==> src/rtl/lsu_pkg.sv <==
// Shared definitions for the load/store unit: access-size encodings and the
// FSM state type with its legacy-compatible state constants.
package lsu_pkg;

    // Access size encodings carried on req_size / mem_to_size / mem_from_size
    localparam logic [1:0] SZ_BYTE    = 2'b00;
    localparam logic [1:0] SZ_HALF    = 2'b01;
    localparam logic [1:0] SZ_WORD    = 2'b10;
    localparam logic [1:0] SZ_ILLEGAL = 2'b11;

    // FSM state type and encodings
    typedef logic [1:0] lsu_state_t;
    localparam lsu_state_t ST_IDLE  = 2'd0;
    localparam lsu_state_t ST_ISSUE = 2'd1;
    localparam lsu_state_t ST_WAIT  = 2'd2;
    localparam lsu_state_t ST_RESP  = 2'd3;

endpackage

==> src/rtl/load_store_unit_if.sv <==
// Core-request, core-response and memory-side bundle of the load/store unit.
//   slave  : seen by the LSU (requests in, responses and memory strobes out)
//   master : seen by the core/memory environment (the reverse directions)
interface load_store_unit_if
    import lsu_pkg::*;
#(
    parameter int unsigned ADDR_WIDTH = 16,
    parameter int unsigned DATA_WIDTH = 32
);
    // core request
    logic                  req_valid;
    logic                  req_store;
    logic [1:0]            req_size;
    logic                  req_unsigned;
    logic [DATA_WIDTH-1:0] req_base;
    logic [11:0]           req_offset;
    logic [DATA_WIDTH-1:0] req_wdata;
    logic                  req_ready;
    // core response
    logic                  rsp_valid;
    logic [DATA_WIDTH-1:0] rsp_rdata;
    logic                  rsp_err;
    // memory side
    logic                  mem_wd;
    logic                  mem_rd;
    logic [1:0]            mem_to_size;
    logic [1:0]            mem_from_size;
    logic                  mem_unsigned_value;
    logic [ADDR_WIDTH-1:0] mem_addr_in;
    logic [ADDR_WIDTH-1:0] mem_addr_out;
    logic [DATA_WIDTH-1:0] mem_data_in;
    logic [DATA_WIDTH-1:0] mem_data_out;
    logic                  mem_ready;

    modport slave (
        input  req_valid, req_store, req_size, req_unsigned, req_base,
               req_offset, req_wdata, mem_data_out, mem_ready,
        output req_ready, rsp_valid, rsp_rdata, rsp_err, mem_wd, mem_rd,
               mem_to_size, mem_from_size, mem_unsigned_value,
               mem_addr_in, mem_addr_out, mem_data_in
    );

    modport master (
        output req_valid, req_store, req_size, req_unsigned, req_base,
               req_offset, req_wdata, mem_data_out, mem_ready,
        input  req_ready, rsp_valid, rsp_rdata, rsp_err, mem_wd, mem_rd,
               mem_to_size, mem_from_size, mem_unsigned_value,
               mem_addr_in, mem_addr_out, mem_data_in
    );

endinterface

==> src/rtl/lsu_req_check.sv <==
// Combinational request checker: effective address (base + sign-extended
// 12-bit offset, truncated) and legality of the access size.
// Optional macro LSU_MISALIGN_TRAP_EN additionally flags misaligned half/word.
// Ports: base_i, offset_i, size_i -> addr_c_o, illegal_c_o
module lsu_req_check
    import lsu_pkg::*;
#(
    parameter int unsigned ADDR_WIDTH = 16,
    parameter int unsigned DATA_WIDTH = 32
) (
    input  logic [DATA_WIDTH-1:0] base_i,
    input  logic [11:0]           offset_i,
    input  logic [1:0]            size_i,
    output logic [ADDR_WIDTH-1:0] addr_c_o,
    output logic                  illegal_c_o
);

    logic [DATA_WIDTH-1:0] sum;

    // Address sum and legality
    always_comb begin
        sum         = base_i + DATA_WIDTH'($signed(offset_i));
        addr_c_o    = ADDR_WIDTH'(sum);
        illegal_c_o = (size_i == SZ_ILLEGAL);
`ifdef LSU_MISALIGN_TRAP_EN
        if ((size_i == SZ_HALF) && addr_c_o[0]) begin
            illegal_c_o = 1'b1;
        end
        if ((size_i == SZ_WORD) && (addr_c_o[1:0] != 2'b00)) begin
            illegal_c_o = 1'b1;
        end
`endif
    end

endmodule

==> src/rtl/load_store_unit.sv <==
// Load/store unit: accepts one core request at a time, issues a single memory
// strobe (or traps / times out), and returns a one-cycle response.
// Ports: clk, rst (synchronous, active high), bus (load_store_unit_if.slave).
// Optional macro LSU_MISALIGN_TRAP_EN: treat misaligned half/word as illegal.
module load_store_unit
    import lsu_pkg::*;
#(
    parameter int unsigned ADDR_WIDTH     = 16,
    parameter int unsigned DATA_WIDTH     = 32,
    parameter int unsigned TIMEOUT_CYCLES = 15
) (
    input  logic               clk,
    input  logic               rst,
    load_store_unit_if.slave   bus
);

    localparam int unsigned CNT_W = $clog2(TIMEOUT_CYCLES + 1);

    lsu_state_t            state_q, state_d;
    logic [CNT_W-1:0]      cnt_q, cnt_d;
    logic                  store_q, store_d;
    logic [1:0]            size_q, size_d;
    logic                  uns_q, uns_d;
    logic [ADDR_WIDTH-1:0] addr_q, addr_d;
    logic [DATA_WIDTH-1:0] wdata_q, wdata_d;
    logic                  err_q, err_d;
    logic [DATA_WIDTH-1:0] rdata_q, rdata_d;
    logic                  rsp_valid_q, rsp_err_q, req_ready_q;
    logic                  wd_c, rd_c;
    logic [ADDR_WIDTH-1:0] chk_addr_c;
    logic                  chk_illegal_c;

    lsu_req_check #(
        .ADDR_WIDTH (ADDR_WIDTH),
        .DATA_WIDTH (DATA_WIDTH)
    ) u_req_check (
        .base_i      (bus.req_base),
        .offset_i    (bus.req_offset),
        .size_i      (bus.req_size),
        .addr_c_o    (chk_addr_c),
        .illegal_c_o (chk_illegal_c)
    );

    // Next-state and strobe logic; strobes are only ever raised in ISSUE and
    // selected by the latched direction, so they are mutually exclusive.
    always_comb begin
        state_d = state_q;
        cnt_d   = cnt_q;
        store_d = store_q;
        size_d  = size_q;
        uns_d   = uns_q;
        addr_d  = addr_q;
        wdata_d = wdata_q;
        err_d   = err_q;
        rdata_d = rdata_q;
        wd_c    = 1'b0;
        rd_c    = 1'b0;
        case (state_q)
            ST_IDLE: begin
                if (bus.req_valid) begin
                    store_d = bus.req_store;
                    size_d  = bus.req_size;
                    uns_d   = bus.req_unsigned;
                    addr_d  = chk_addr_c;
                    wdata_d = bus.req_wdata;
                    cnt_d   = '0;
                    err_d   = chk_illegal_c;
                    if (chk_illegal_c) begin
                        rdata_d = '0;
                        state_d = ST_RESP;
                    end else begin
                        state_d = ST_ISSUE;
                    end
                end
            end
            ST_ISSUE: begin
                if (bus.mem_ready) begin
                    if (store_q) begin
                        wd_c    = 1'b1;
                        rdata_d = '0;
                        state_d = ST_RESP;
                    end else begin
                        rd_c    = 1'b1;
                        state_d = ST_WAIT;
                    end
                end else begin
                    cnt_d = CNT_W'(cnt_q + 1'b1);
                    if (cnt_d == CNT_W'(TIMEOUT_CYCLES)) begin
                        err_d   = 1'b1;
                        rdata_d = '0;
                        state_d = ST_RESP;
                    end
                end
            end
            ST_WAIT: begin
                // memory data is registered: valid the cycle after mem_rd
                rdata_d = bus.mem_data_out;
                state_d = ST_RESP;
            end
            ST_RESP: begin
                state_d = ST_IDLE;
            end
            default: begin
                state_d = ST_IDLE;
            end
        endcase
    end

    // State and latched-field registers
    always_ff @(posedge clk) begin
        if (rst) begin
            state_q     <= ST_IDLE;
            cnt_q       <= '0;
            store_q     <= 1'b0;
            size_q      <= 2'b00;
            uns_q       <= 1'b0;
            addr_q      <= '0;
            wdata_q     <= '0;
            err_q       <= 1'b0;
            rdata_q     <= '0;
            rsp_valid_q <= 1'b0;
            rsp_err_q   <= 1'b0;
            req_ready_q <= 1'b1;
        end else begin
            state_q     <= state_d;
            cnt_q       <= cnt_d;
            store_q     <= store_d;
            size_q      <= size_d;
            uns_q       <= uns_d;
            addr_q      <= addr_d;
            wdata_q     <= wdata_d;
            err_q       <= err_d;
            rdata_q     <= rdata_d;
            rsp_valid_q <= (state_d == ST_RESP);
            rsp_err_q   <= (state_d == ST_RESP) && err_d;
            req_ready_q <= (state_d == ST_IDLE);
        end
    end

    assign bus.req_ready          = req_ready_q;
    assign bus.rsp_valid          = rsp_valid_q;
    assign bus.rsp_err            = rsp_err_q;
    assign bus.rsp_rdata          = rdata_q;
    assign bus.mem_wd             = wd_c;
    assign bus.mem_rd             = rd_c;
    assign bus.mem_to_size        = size_q;
    assign bus.mem_from_size      = size_q;
    assign bus.mem_unsigned_value = uns_q;
    assign bus.mem_addr_in        = addr_q;
    assign bus.mem_addr_out       = addr_q;
    assign bus.mem_data_in        = wdata_q;

endmodule

==> src/flat_wrapper.sv <==
// flat-port wrapper written by rule: the top's interface ports become plain ports
module load_store_unit_flat import lsu_pkg::*;
#(
    parameter int unsigned ADDR_WIDTH     = 16,
    parameter int unsigned DATA_WIDTH     = 32,
    parameter int unsigned TIMEOUT_CYCLES = 15
)
  (clk, rst, bus_req_valid, bus_req_store, bus_req_size, bus_req_unsigned, bus_req_base, bus_req_offset, bus_req_wdata, bus_mem_data_out, bus_mem_ready, bus_req_ready, bus_rsp_valid, bus_rsp_rdata, bus_rsp_err, bus_mem_wd, bus_mem_rd, bus_mem_to_size, bus_mem_from_size, bus_mem_unsigned_value, bus_mem_addr_in, bus_mem_addr_out, bus_mem_data_in);
  load_store_unit_if #(.ADDR_WIDTH(ADDR_WIDTH), .DATA_WIDTH(DATA_WIDTH)) bus_i ();
  input  logic clk;
  input  logic rst;
  input wire logic [$bits(bus_i.req_valid)-1:0] bus_req_valid;
  input wire logic [$bits(bus_i.req_store)-1:0] bus_req_store;
  input wire logic [$bits(bus_i.req_size)-1:0] bus_req_size;
  input wire logic [$bits(bus_i.req_unsigned)-1:0] bus_req_unsigned;
  input wire logic [$bits(bus_i.req_base)-1:0] bus_req_base;
  input wire logic [$bits(bus_i.req_offset)-1:0] bus_req_offset;
  input wire logic [$bits(bus_i.req_wdata)-1:0] bus_req_wdata;
  input wire logic [$bits(bus_i.mem_data_out)-1:0] bus_mem_data_out;
  input wire logic [$bits(bus_i.mem_ready)-1:0] bus_mem_ready;
  output wire logic [$bits(bus_i.req_ready)-1:0] bus_req_ready;
  output wire logic [$bits(bus_i.rsp_valid)-1:0] bus_rsp_valid;
  output wire logic [$bits(bus_i.rsp_rdata)-1:0] bus_rsp_rdata;
  output wire logic [$bits(bus_i.rsp_err)-1:0] bus_rsp_err;
  output wire logic [$bits(bus_i.mem_wd)-1:0] bus_mem_wd;
  output wire logic [$bits(bus_i.mem_rd)-1:0] bus_mem_rd;
  output wire logic [$bits(bus_i.mem_to_size)-1:0] bus_mem_to_size;
  output wire logic [$bits(bus_i.mem_from_size)-1:0] bus_mem_from_size;
  output wire logic [$bits(bus_i.mem_unsigned_value)-1:0] bus_mem_unsigned_value;
  output wire logic [$bits(bus_i.mem_addr_in)-1:0] bus_mem_addr_in;
  output wire logic [$bits(bus_i.mem_addr_out)-1:0] bus_mem_addr_out;
  output wire logic [$bits(bus_i.mem_data_in)-1:0] bus_mem_data_in;
  assign bus_i.req_valid = bus_req_valid;
  assign bus_i.req_store = bus_req_store;
  assign bus_i.req_size = bus_req_size;
  assign bus_i.req_unsigned = bus_req_unsigned;
  assign bus_i.req_base = bus_req_base;
  assign bus_i.req_offset = bus_req_offset;
  assign bus_i.req_wdata = bus_req_wdata;
  assign bus_i.mem_data_out = bus_mem_data_out;
  assign bus_i.mem_ready = bus_mem_ready;
  assign bus_req_ready = bus_i.req_ready;
  assign bus_rsp_valid = bus_i.rsp_valid;
  assign bus_rsp_rdata = bus_i.rsp_rdata;
  assign bus_rsp_err = bus_i.rsp_err;
  assign bus_mem_wd = bus_i.mem_wd;
  assign bus_mem_rd = bus_i.mem_rd;
  assign bus_mem_to_size = bus_i.mem_to_size;
  assign bus_mem_from_size = bus_i.mem_from_size;
  assign bus_mem_unsigned_value = bus_i.mem_unsigned_value;
  assign bus_mem_addr_in = bus_i.mem_addr_in;
  assign bus_mem_addr_out = bus_i.mem_addr_out;
  assign bus_mem_data_in = bus_i.mem_data_in;
  load_store_unit #(.ADDR_WIDTH(ADDR_WIDTH), .DATA_WIDTH(DATA_WIDTH), .TIMEOUT_CYCLES(TIMEOUT_CYCLES)) u_core (.clk(clk), .rst(rst), .bus(bus_i));
endmodule
==> config.mk <==
export PLATFORM = sky130hd
export DESIGN_NAME = load_store_unit_flat
export DESIGN_NICKNAME = d
export VERILOG_FILES = /design/src/rtl/lsu_pkg.sv /design/src/rtl/load_store_unit_if.sv /design/src/rtl/lsu_req_check.sv /design/src/rtl/load_store_unit.sv /design/src/flat_wrapper.sv
export SDC_FILE = /design/constraint.sdc
export NUM_CORES = 1
export LEC_CHECK = 0
export CORE_MARGIN = 4
export CORE_UTILIZATION = 44
export CTS_CLUSTER_SIZE = 25
export DETAILED_ROUTE_END_ITERATION = 8
export GPL_ROUTABILITY_DRIVEN = 0
export PLACE_DENSITY = 0.91
export SLEW_MARGIN = 20
export SYNTH_ARGS = -nofsm -noshare
export SYNTH_HDL_FRONTEND = slang
export SYNTH_HIERARCHICAL = 1
export SYNTH_SLANG_ARGS = --single-unit
==> constraint.sdc <==
create_clock -name clk -period 6.02 [get_ports clk]
set_clock_uncertainty 0.15 [all_clocks]
set_input_delay 1.204 -clock clk [delete_from_list [all_inputs] [get_ports clk]]
set_output_delay 1.204 -clock clk [all_outputs]
set_load 0.02 [all_outputs]
==> qor.csv <==
metric;value;unit
status;finished, final reports clean;
setup-violations-final;0;
drt_iter0_markers;429;
synth_seq_area_share;0.4078;
arrival;2750;ps
cts_tree;built;
synth_compound_area_frac;0.2248;
cts_hold_buf;0;
rows;37;
yosysUniqueCellTypes;52;
die_h;110.4;µm
start_util;0.4490;
r2r_slack;3280;ps
netlist_area;4614;µm²
dpl.hpwl;10150;µm
first_pass_iters;6;
antenna_found_initial;0;
slew_violations;0;
max_cap_violations;0;
areaGrowthSynthToFinish;46.23;%
grt_first_pass_wirelength;22770;µm
hold_path_class;reg -> reg;
synth_top_area_frac;0.4078;
wl_per_cell;15.97;µm
worstSetupPathType;in -> out;
diodes;0;
async_flop_share;0;
clock-sinks;94;
yosys.area.top_type;dfxtp_1;
cts_buffers;9;
ant_nets;0;
totalWireLength;13950;µm
track_usage;0.2182;
critPathMaxStageDelay;640;ps
setup-tns-final;0;ps
synth_common_cells;nand2_1 (124), a21oi_1 (106), dfxtp_1 (94);
fill_cells;849;
pwr_density_cell;353.4;nW/µm²
min_from;u_core/bus.mem_data_in[0];
layout_worst_path_cycle_share;0.6819;
finalPower;2.385;mW
final_nets;869;
rsz0062_at_grt;no;
cts_resized;0;
synth_xor_area_frac;0.02847;
r2r-end;u_core/bus.rsp_rdata[25];
final_area;6748;µm²
reg2regPathDepth;7;
leakage;2.454;nW
synth-simple-area-share;0.1971;
syn_area_per_cell;8.067;µm²
hold_depth;2;
viasPerCell;5.490;
crit_fanout;6;
cp-startpoint;bus_mem_ready;
grt_max_degree;54;
worst_pin_slew;1079;ps
overflow;0;
die_w;110.4;µm
crit_family;buffers and inverters;
drive_above_1_share;0.04885;
core;10280;µm²
synth_fa_ha_area_frac;0.05857;
cp.buffers_inverters;2;
cts_setup_buffers;0;
clk_latency;350;ps
startpoint_type;input pin;
h-tree-depth;3;
grt_pass1_vias;4920;
synthCells;572;
cts.clk_slew.worst_paths;90;ps
synth_edf_count;0;
max_clock_freq;243.6;MHz
root_buffer;clkbuf_8;
end_kind;output pin;
synth.most_common_cell;nand2_1;
hold_viol;0;
synth-seq-cells;94;
hold_end;u_core/bus.mem_data_in[0];
synth_nets;709;
vdd_ir_drop_max;212.6;µV
synth_flop_cell;dfxtp_1;
dieArea;12190;µm²
cts_buffer_depth;2;
pin_count;222;
cp_cell_sequence;clkdlybuf4s50_1 -> nand2_1 -> nor2_1 -> clkdlybuf4s50_1;
drc_errors;0;
slew_headroom;0.2779;
crit_path_frequent_cell;clkdlybuf4s50_1;
synth_top_family_by_area;compound AO/OA/AOI/OAI gates;
regToRegStartpoint;u_core/state_q[0];
synthMuxAreaShare;0.005423;
min_period;4105;ps
vias;4793;
crit_slowest_cell;clkdlybuf4s50_1;
dpl_cell_area;6521;µm²
synthTopCellsByArea;dfxtp_1 (41%), a21oi_1 (11%), nand2_1 (10%);
yosysWarningCount;6;
io_buffers;205;
critPathRequiredTime;4670;ps
per-stage QoR:
| stage | instances | hold WS [ps] | setup slack (ps) | utilization |
|---|---|---|---|---|
| after floorplan | 572 | 311.3 | 2792 | - |
| after global placement | 857 | 291.3 | 1975 | 0.6338 |
| after detailed placement | 857 | 297.5 | 1919 | 0.6345 |
| after CTS | 873 | 310.6 | 1904 | 0.6563 |
| after global routing | 873 | 331.8 | 1819 | 0.6566 |
| final | 873 | 306.2 | 1915 | 0.6566 |
worst max path at each step:
stage | slack [ps] | to | cells past startpoint
3_3_place_gp | 1980 | bus_mem_rd | 4
4_1_cts | 1900 | bus_mem_rd | 4
2_1_floorplan | 2790 | u_core/bus.mem_addr_in[10] | 9
6_report | 1920 | bus_mem_rd | 4
5_1_grt | 1820 | bus_mem_rd | 4
3_5_place_dp | 1920 | bus_mem_rd | 4
registers in the layout, indices dropped and copies added, names as in the netlist:
register and cells:
u_core/bus.rsp_valid 1, u_core/err_q 1, u_core/store_q 1, u_core/bus.req_ready 1
u_core/bus.rsp_rdata 32, u_core/bus.mem_data_in 32, u_core/bus.mem_from_size 2, u_core/state_q 2
u_core/bus.mem_unsigned_value 1, u_core/bus.rsp_err 1, u_core/bus.mem_addr_in 16, u_core/cnt_q 4
worst min-delay path: cells and delay by family, from the launching register on:
family           cells  cell delay [ps]
flip-flops           1              320
AO/OA/AOI/OAI        1               50
AND/OR/NAND/NOR      1               50
cells by family after synthesis:
kind of cell,Yosys count
buffers and inverters,64
adder cells (fa/ha/maj),21
AND/OR/NAND/NOR,197
XOR/XNOR,15
AO/OA/AOI/OAI,179
multiplexers,2
flip-flops,94
area by class of cell:
cell class | count | area, µm² | share of cell area
sequential | 94 | 1882 | 0.2789
clock inverter | 5 | 82.58 | 0.01224
clock buffer | 11 | 141.4 | 0.02095
multi-input combinational | 414 | 2391 | 0.3543
inverter | 7 | 26.28 | 0.003894
timing repair buffer | 206 | 2054 | 0.3045
tap | 136 | 170.2 | 0.02522
routing by layer:
layer  share of wire  vias to the layer above  wire length, µm  global-route usage
met3           0.090                       37             1257             0.07781
met2            0.48                      234             6738              0.3807
met1            0.40                     2222             5606              0.2482
met5               0                        -                0                   0
met4           0.025                        0              342             0.06897
li1                -                     2300                -                   -
where the power goes:
group / switching [mW] / internal, mW / total [mW] / leakage, nW
combinational: 0.717 / 0.423 / 1.14 / 1.57
clock: 0.218 / 0.246 / 0.464 / 0.113
sequential: 0.0627 / 0.718 / 0.780 / 0.766
total: 0.997 / 1.39 / 2.38 / 2.45
placed cells by master, fill, tap and decap left out, types with 2 or more instances in the layout:
| cell | instances |
|---|---|
| o22ai_1 | 2 |
| nand2b_1 | 2 |
| clkdlybuf4s50_1 | 204 |
| nor2b_1 | 4 |
| clkinv_4 | 2 |
| a211o_1 | 2 |
| nor2_1 | 11 |
| and2_1 | 3 |
| o211ai_1 | 4 |
| xor2_1 | 5 |
| and3_1 | 2 |
| nor2_2 | 2 |
| dfxtp_1 | 94 |
| clkbuf_8 | 10 |
| o21ai_0 | 11 |
| a21oi_1 | 106 |
| inv_1 | 7 |
| ha_1 | 19 |
| nand4_1 | 32 |
| and2b_1 | 2 |
| nand2_1 | 123 |
| o21bai_1 | 2 |
| xnor2_1 | 10 |
| a211oi_1 | 2 |
| nor3_1 | 4 |
| bufinv_16 | 2 |
| a31oi_1 | 3 |
| nand3_1 | 4 |
| o21ai_1 | 31 |
| a21o_1 | 2 |
No activity file was read; power rests on OpenSTA's default activity.
